$ cat config.mk
export PLATFORM = sky130hd
export DESIGN_NAME = oka_divider_16by8_flat
export DESIGN_NICKNAME = d
export VERILOG_FILES = /design/src/rtl/oka_divider_16by8_pkg.sv /design/src/rtl/oka_divider_16by8_if.sv /design/src/rtl/oka_divider_16by8_step.sv /design/src/rtl/oka_divider_16by8.sv /design/src/flat_wrapper.sv
export SDC_FILE = /design/constraint.sdc
export NUM_CORES = 1
export LEC_CHECK = 0
export BUFFER_PORTS_ARGS = -buffer_cell sky130_fd_sc_hd__buf_2
export CAP_MARGIN = 40
export CORE_ASPECT_RATIO = 1.1
export CORE_MARGIN = 8
export CORE_UTILIZATION = 35
export DETAILED_ROUTE_END_ITERATION = 16
export PLACE_DENSITY = 0.59
export RECOVER_POWER = 100
export SLEW_MARGIN = 20
export SYNTH_ARGS = -nofsm -noshare
export SYNTH_HDL_FRONTEND = slang
export SYNTH_SLANG_ARGS = --single-unit
export TNS_END_PERCENT = 50
$ cat constraint.sdc
create_clock -name clk -period 3.5 [get_ports clk]
set_clock_uncertainty 0.1 [all_clocks]
set_input_delay 0.7 -clock clk [delete_from_list [all_inputs] [get_ports clk]]
set_output_delay 0.7 -clock clk [all_outputs]
set_load 0.01 [all_outputs]
$ cat src/rtl/oka_divider_16by8_pkg.sv
// Shared constants and FSM encoding for the 16-by-8 sequential restoring divider.
package oka_div_pkg;

  localparam int DW = 16;
  localparam int VW = 8;
  localparam int CW = $clog2(DW + 1);

  typedef enum logic [1:0] {
    IDLE = 2'd0,
    RUN  = 2'd1,
    DONE = 2'd2
  } div_state_e;

endpackage

$ cat src/rtl/oka_divider_16by8_if.sv
// Start/busy/valid handshake bundle between a requester (master) and the divider (slave).
interface oka_div_if;
  import oka_div_pkg::*;

  logic          start;
  logic [DW-1:0] dividend;
  logic [VW-1:0] divisor;
  logic          busy;
  logic          valid;
  logic [DW-1:0] quotient;
  logic [VW-1:0] remainder;
  logic          div_zero;

  modport master (
    output start, dividend, divisor,
    input  busy, valid, quotient, remainder, div_zero
  );

  modport slave (
    input  start, dividend, divisor,
    output busy, valid, quotient, remainder, div_zero
  );

endinterface

$ cat src/rtl/oka_divider_16by8_step.sv
// One combinational restoring-division step: shift in a dividend bit, subtract if it fits.
module oka_div_step
  import oka_div_pkg::*;
(
  input  logic [VW-1:0] pr,
  input  logic          din,
  input  logic [VW-1:0] divisor,
  output logic [VW-1:0] pr_next,
  output logic          qbit
);

  logic [VW:0] shifted_s;
  logic [VW:0] diff_s;

  assign shifted_s = {pr, din};
  assign diff_s    = shifted_s - {1'b0, divisor};

  // Restoring decision; with a nonzero divisor the result is below it, so the top bit is always zero
  always_comb begin
    if (shifted_s >= {1'b0, divisor}) begin
      pr_next = diff_s[VW-1:0];
      qbit    = 1'b1;
    end else begin
      pr_next = shifted_s[VW-1:0];
      qbit    = 1'b0;
    end
  end

endmodule

$ cat src/rtl/oka_divider_16by8.sv
// Sequential 16-by-8 unsigned restoring divider, one quotient bit per clock.
module oka_divider_16by8
  import oka_div_pkg::*;
(
  input logic     clk,
  input logic     rst_n,
  oka_div_if.slave bus
);

  div_state_e    state_r;
  logic [CW-1:0] cnt_r;
  logic [DW-1:0] dvd_r;
  logic [VW-1:0] divisor_r;
  logic [VW-1:0] pr_r;
  logic          busy_r;
  logic          valid_r;
  logic [DW-1:0] quotient_r;
  logic [VW-1:0] remainder_r;
  logic          div_zero_r;
  logic [VW-1:0] pr_next_s;
  logic          qbit_s;

  oka_div_step u_step (
    .pr      (pr_r),
    .din     (dvd_r[DW-1]),
    .divisor (divisor_r),
    .pr_next (pr_next_s),
    .qbit    (qbit_s)
  );

  // Control FSM plus datapath; dvd_r shifts dividend bits out and quotient bits in
  always_ff @(posedge clk or negedge rst_n) begin
    if (!rst_n) begin
      state_r     <= IDLE;
      cnt_r       <= '0;
      dvd_r       <= '0;
      divisor_r   <= '0;
      pr_r        <= '0;
      busy_r      <= 1'b0;
      valid_r     <= 1'b0;
      quotient_r  <= '0;
      remainder_r <= '0;
      div_zero_r  <= 1'b0;
    end else begin
      valid_r <= 1'b0;
      busy_r  <= (state_r == RUN);
      case (state_r)
        IDLE: begin
          if (bus.start) begin
            dvd_r     <= bus.dividend;
            divisor_r <= bus.divisor;
            pr_r      <= '0;
            cnt_r     <= CW'(DW);
            state_r   <= RUN;
          end else begin
            state_r <= IDLE;
          end
        end
        RUN: begin
          pr_r  <= pr_next_s;
          dvd_r <= {dvd_r[DW-2:0], qbit_s};
          cnt_r <= cnt_r - CW'(1);
          if (cnt_r == CW'(1)) begin
            state_r <= DONE;
          end else begin
            state_r <= RUN;
          end
        end
        DONE: begin
          quotient_r  <= dvd_r;
          remainder_r <= pr_r;
          div_zero_r  <= (divisor_r == {VW{1'b0}});
          valid_r     <= 1'b1;
          // Accepting here keeps back-to-back throughput at one division per DW+1 cycles
          if (bus.start) begin
            dvd_r     <= bus.dividend;
            divisor_r <= bus.divisor;
            pr_r      <= '0;
            cnt_r     <= CW'(DW);
            state_r   <= RUN;
          end else begin
            state_r <= IDLE;
          end
        end
        default: begin
          state_r <= IDLE;
        end
      endcase
    end
  end

  assign bus.busy      = busy_r;
  assign bus.valid     = valid_r;
  assign bus.quotient  = quotient_r;
  assign bus.remainder = remainder_r;
  assign bus.div_zero  = div_zero_r;

endmodule

$ cat src/flat_wrapper.sv
// flat-port wrapper written by rule: the top's interface ports become plain ports
module oka_divider_16by8_flat import oka_div_pkg::*;
  (clk, rst_n, bus_start, bus_dividend, bus_divisor, bus_busy, bus_valid, bus_quotient, bus_remainder, bus_div_zero);
  oka_div_if bus_i ();
  input logic clk;
  input logic rst_n;
  input wire logic [$bits(bus_i.start)-1:0] bus_start;
  input wire logic [$bits(bus_i.dividend)-1:0] bus_dividend;
  input wire logic [$bits(bus_i.divisor)-1:0] bus_divisor;
  output wire logic [$bits(bus_i.busy)-1:0] bus_busy;
  output wire logic [$bits(bus_i.valid)-1:0] bus_valid;
  output wire logic [$bits(bus_i.quotient)-1:0] bus_quotient;
  output wire logic [$bits(bus_i.remainder)-1:0] bus_remainder;
  output wire logic [$bits(bus_i.div_zero)-1:0] bus_div_zero;
  assign bus_i.start = bus_start;
  assign bus_i.dividend = bus_dividend;
  assign bus_i.divisor = bus_divisor;
  assign bus_busy = bus_i.busy;
  assign bus_valid = bus_i.valid;
  assign bus_quotient = bus_i.quotient;
  assign bus_remainder = bus_i.remainder;
  assign bus_div_zero = bus_i.div_zero;
  oka_divider_16by8 u_core (.clk(clk), .rst_n(rst_n), .bus(bus_i));
endmodule
==> results_dict.tcl <==
set metrics [dict create \
    drt_iter0_markers 89 \
    grt.total_usage_pct 12.0 \
    antenna_left 0 \
    dp_hpwl_um 4740 \
    peakVddDrop_v 0.000307 \
    cp_data_required_time_ns 3.59 \
    grt_antenna_before_repair 1 \
    postCtsResizedCells 0 \
    drcViolationCount 0 \
    power.leakage_nw 1.64 \
    max_freq_mhz 366 \
    crit_path_end_kind "flop" \
    fp.dieH_um 114 \
    cp-endpoint "u_core.dvd_r[0]$_DFFE_PN0P_" \
    r2r-start "u_core.pr_r[3]$_DFFE_PN0P_" \
    multiInputGateArea_um2 1290 \
    grt_pass1_wl_um 11500 \
    violations "capacitance limit, slew limit" \
    synth-xor-area-share_pct 0.857 \
    syn-cell-area_um2 3060 \
    cts_hold_buf 0 \
    critPathArrivalTime_ns 2.82 \
    stdcell_area_um2 3590 \
    clk_pin_slew_worst_paths_ns 0.07 \
    tightestPinTransition_ns 1.62 \
    row_count 36 \
    clock_path_buffers 2 \
    ys_top_cells_by_area "dfrtp_1, mux2_2, o21ai_0, mux2i_1, nand2_1" \
    synth_top_family_by_area "multiplexers" \
    first_global_vias 2325 \
    synth_cell_types 38 \
    hp-class "flop to flop" \
    maxCapViolations 1 \
    synth_enable_flop_cells 0 \
    syn_inst 282 \
    rsz0062_at_grt "no" \
    drv_slew 67 \
    yosysWarnings 0 \
    seq_area_um2 1650 \
    synth-seq-cells 66 \
    cts_tree "yes" \
    fin_nets 377 \
    pin_count 54 \
    initial_core_util_pct 35.2 \
    die_width_um 105 \
    power_density_nw_per_um2 1030 \
    synth-adder-area-share_pct 4.74 \
    setup_viol 0 \
    power_mw 3.70 \
    whs_ns 0.388 \
    cts_buffers 9 \
    nFillCells 870 \
    overflow 0 \
    rrSetupSlack_ns 0.77 \
    final.period_utilization_pct 78.0 \
    core_area_um2 8690 \
    port_buffers 53 \
    cp-startpoint "u_core.pr_r[3]$_DFFE_PN0P_" \
    synth-async-reset-ratio_pct 100 \
    worstPathMaxFanout 15 \
    finalHoldViolCount 0 \
    gp_congestion 0.819 \
    place_ws_ns 1.19 \
    r2r_cells 7 \
    worstSetupPathType "flop to flop" \
    wire_per_inst_um 14.8 \
    grt_max_degree 67 \
    setup_slack_ns 0.771 \
    synth_compound_area_share_pct 11.6 \
    htree_levels 3 \
    drive_above_1_share_pct 19.8 \
    synth_nets 320 \
    synth.mux.area_fraction_pct 14.0 \
    slew-limit-headroom_pct -8.17 \
    period_minus_slack_ns 2.73 \
    routed_wl_um 6760 \
    cts_root_buffer "clkbuf_8" \
    r2r_end "u_core.dvd_r[0]$_DFFE_PN0P_" \
    via_per_inst 4.85 \
    num_vias 2220 \
    synth_simple_gate_area_share_pct 11.1 \
    synth.top_cell.area_share_pct 53.9 \
    fin_setup_tns_ns 0 \
    synthFlopType "dfrtp_1" \
    clock-sinks 66 \
    die-area_um2 12000 \
    avgSynthCellArea_um2 10.9 \
    critPathLaunchType "flop" \
    syn2layout_area_growth_pct 17.2 \
    drt_pass1_iterations 4 \
    clkLatencyLatePin_ns 0.34 \
    ys_seq_area_share_pct 53.9 \
    status "finished with violations" \
    yosys.area.top_type "dfrtp_1" \
    post_cts_buffers 0 \
    dpl_cell_area_um2 3470 \
]
where the power goes:
group,total (mW),internal (mW),switching [mW]
logic,1.67,0.747,0.921
clock network,0.618,0.324,0.294
registers,1.41,1.14,0.272
total,3.70,2.21,1.49
layer usage:
metal,up-vias,routed length [um],global-route usage (%)
met3,15,311,3.21
li1,1088,-,-
met4,0,211,8.00
met2,42,3170,19.0
met1,1075,3070,14.1
met5,-,0,0
cells in the final DEF, fill, tap and decap left out, types with 3 or more instances in the layout:
cell type / Yosys / routed
a21oi_1: 6 / 7
buf_2: 7 / 26
clkbuf_1: 5 / 31
clkbuf_8: 0 / 9
dfrtp_1: 66 / 66
ha_1: 10 / 10
inv_1: 14 / 15
mux2_2: 22 / 22
mux2i_1: 18 / 18
nand2_1: 42 / 42
nand2b_1: 3 / 3
nand3_1: 5 / 5
nor2_1: 5 / 5
nor2b_1: 4 / 4
nor3_1: 4 / 4
o21a_1: 3 / 3
o21ai_0: 38 / 39
xnor2_1: 3 / 3
sequential cells by signal (all words and copies together), names as in the netlist:
register              flops
u_core.pr_r               8
u_core.bus.busy           1
u_core.divisor_r          8
u_core.bus.remainder      8
u_core.cnt_r              5
u_core.state_r            2
u_core.dvd_r             16
u_core.bus.div_zero       1
u_core.bus.valid          1
u_core.bus.quotient      16
how the worst min path moves through the flow:
stage | start | end | slack, ns | cells past startpoint
after floorplan | rst_n | u_core.bus.busy$_DFF_PN0_ | 0.30 | 0
after global placement | u_core.bus.div_zero$_DFFE_PN0P_ | u_core.bus.div_zero$_DFFE_PN0P_ | 0.36 | 2
after detailed placement | u_core.bus.div_zero$_DFFE_PN0P_ | u_core.bus.div_zero$_DFFE_PN0P_ | 0.37 | 2
after CTS | rst_n | u_core.bus.quotient[12]$_DFFE_PN0P_ | 0.27 | 2
after global routing | u_core.bus.div_zero$_DFFE_PN0P_ | u_core.bus.div_zero$_DFFE_PN0P_ | 0.41 | 2
final | u_core.bus.div_zero$_DFFE_PN0P_ | u_core.bus.div_zero$_DFFE_PN0P_ | 0.39 | 2
cell families (layout without fill, tap and decap cells):
family	count (synthesis)	in the layout
AOI/OAI and AO/OA	61	61
xor gates and xnor gates	3	3
adders and majority gates	11	11
buffers and inverters	28	89
DFF	66	66
muxes	40	40
other	0	1
and+or+nand+nor	73	73
synth_stat cells (4+ instances only):
library cell  count
mux2_2           22
nand3_1           5
o21ai_0          38
nor2b_1           4
a21oi_1           6
ha_1             10
buf_2             7
nor3_1            4
inv_1            14
dfrtp_1          66
mux2i_1          18
nor2_1            5
nand2_1          42
clkbuf_1          5
per-stage QoR:
stage,instances,util (%)
finish,458,41.3
global route,458,41.3
CTS,457,42.0
detailed placement,442,39.9
global placement,442,39.9
floorplan,282,-
cell type report:
type	count	share of cell area, %
inverter	15	1.57
antenna	1	0.0697
multi-input combinational	188	36.0
clock inverter	5	1.57
timing repair buffer	59	7.32
tap	114	3.97
sequential	66	46.0
clock buffer	10	3.55
critical path: stages (launching register included):
cell      delay [ns]
dfrtp_1         0.42
ha_1            0.38
a21oi_1         0.20
o221ai_1        0.13
a21oi_1         0.84
inv_1           0.23
mux2i_1         0.19
a21oi_1         0.08
No activity file was read; power rests on OpenSTA's default activity.
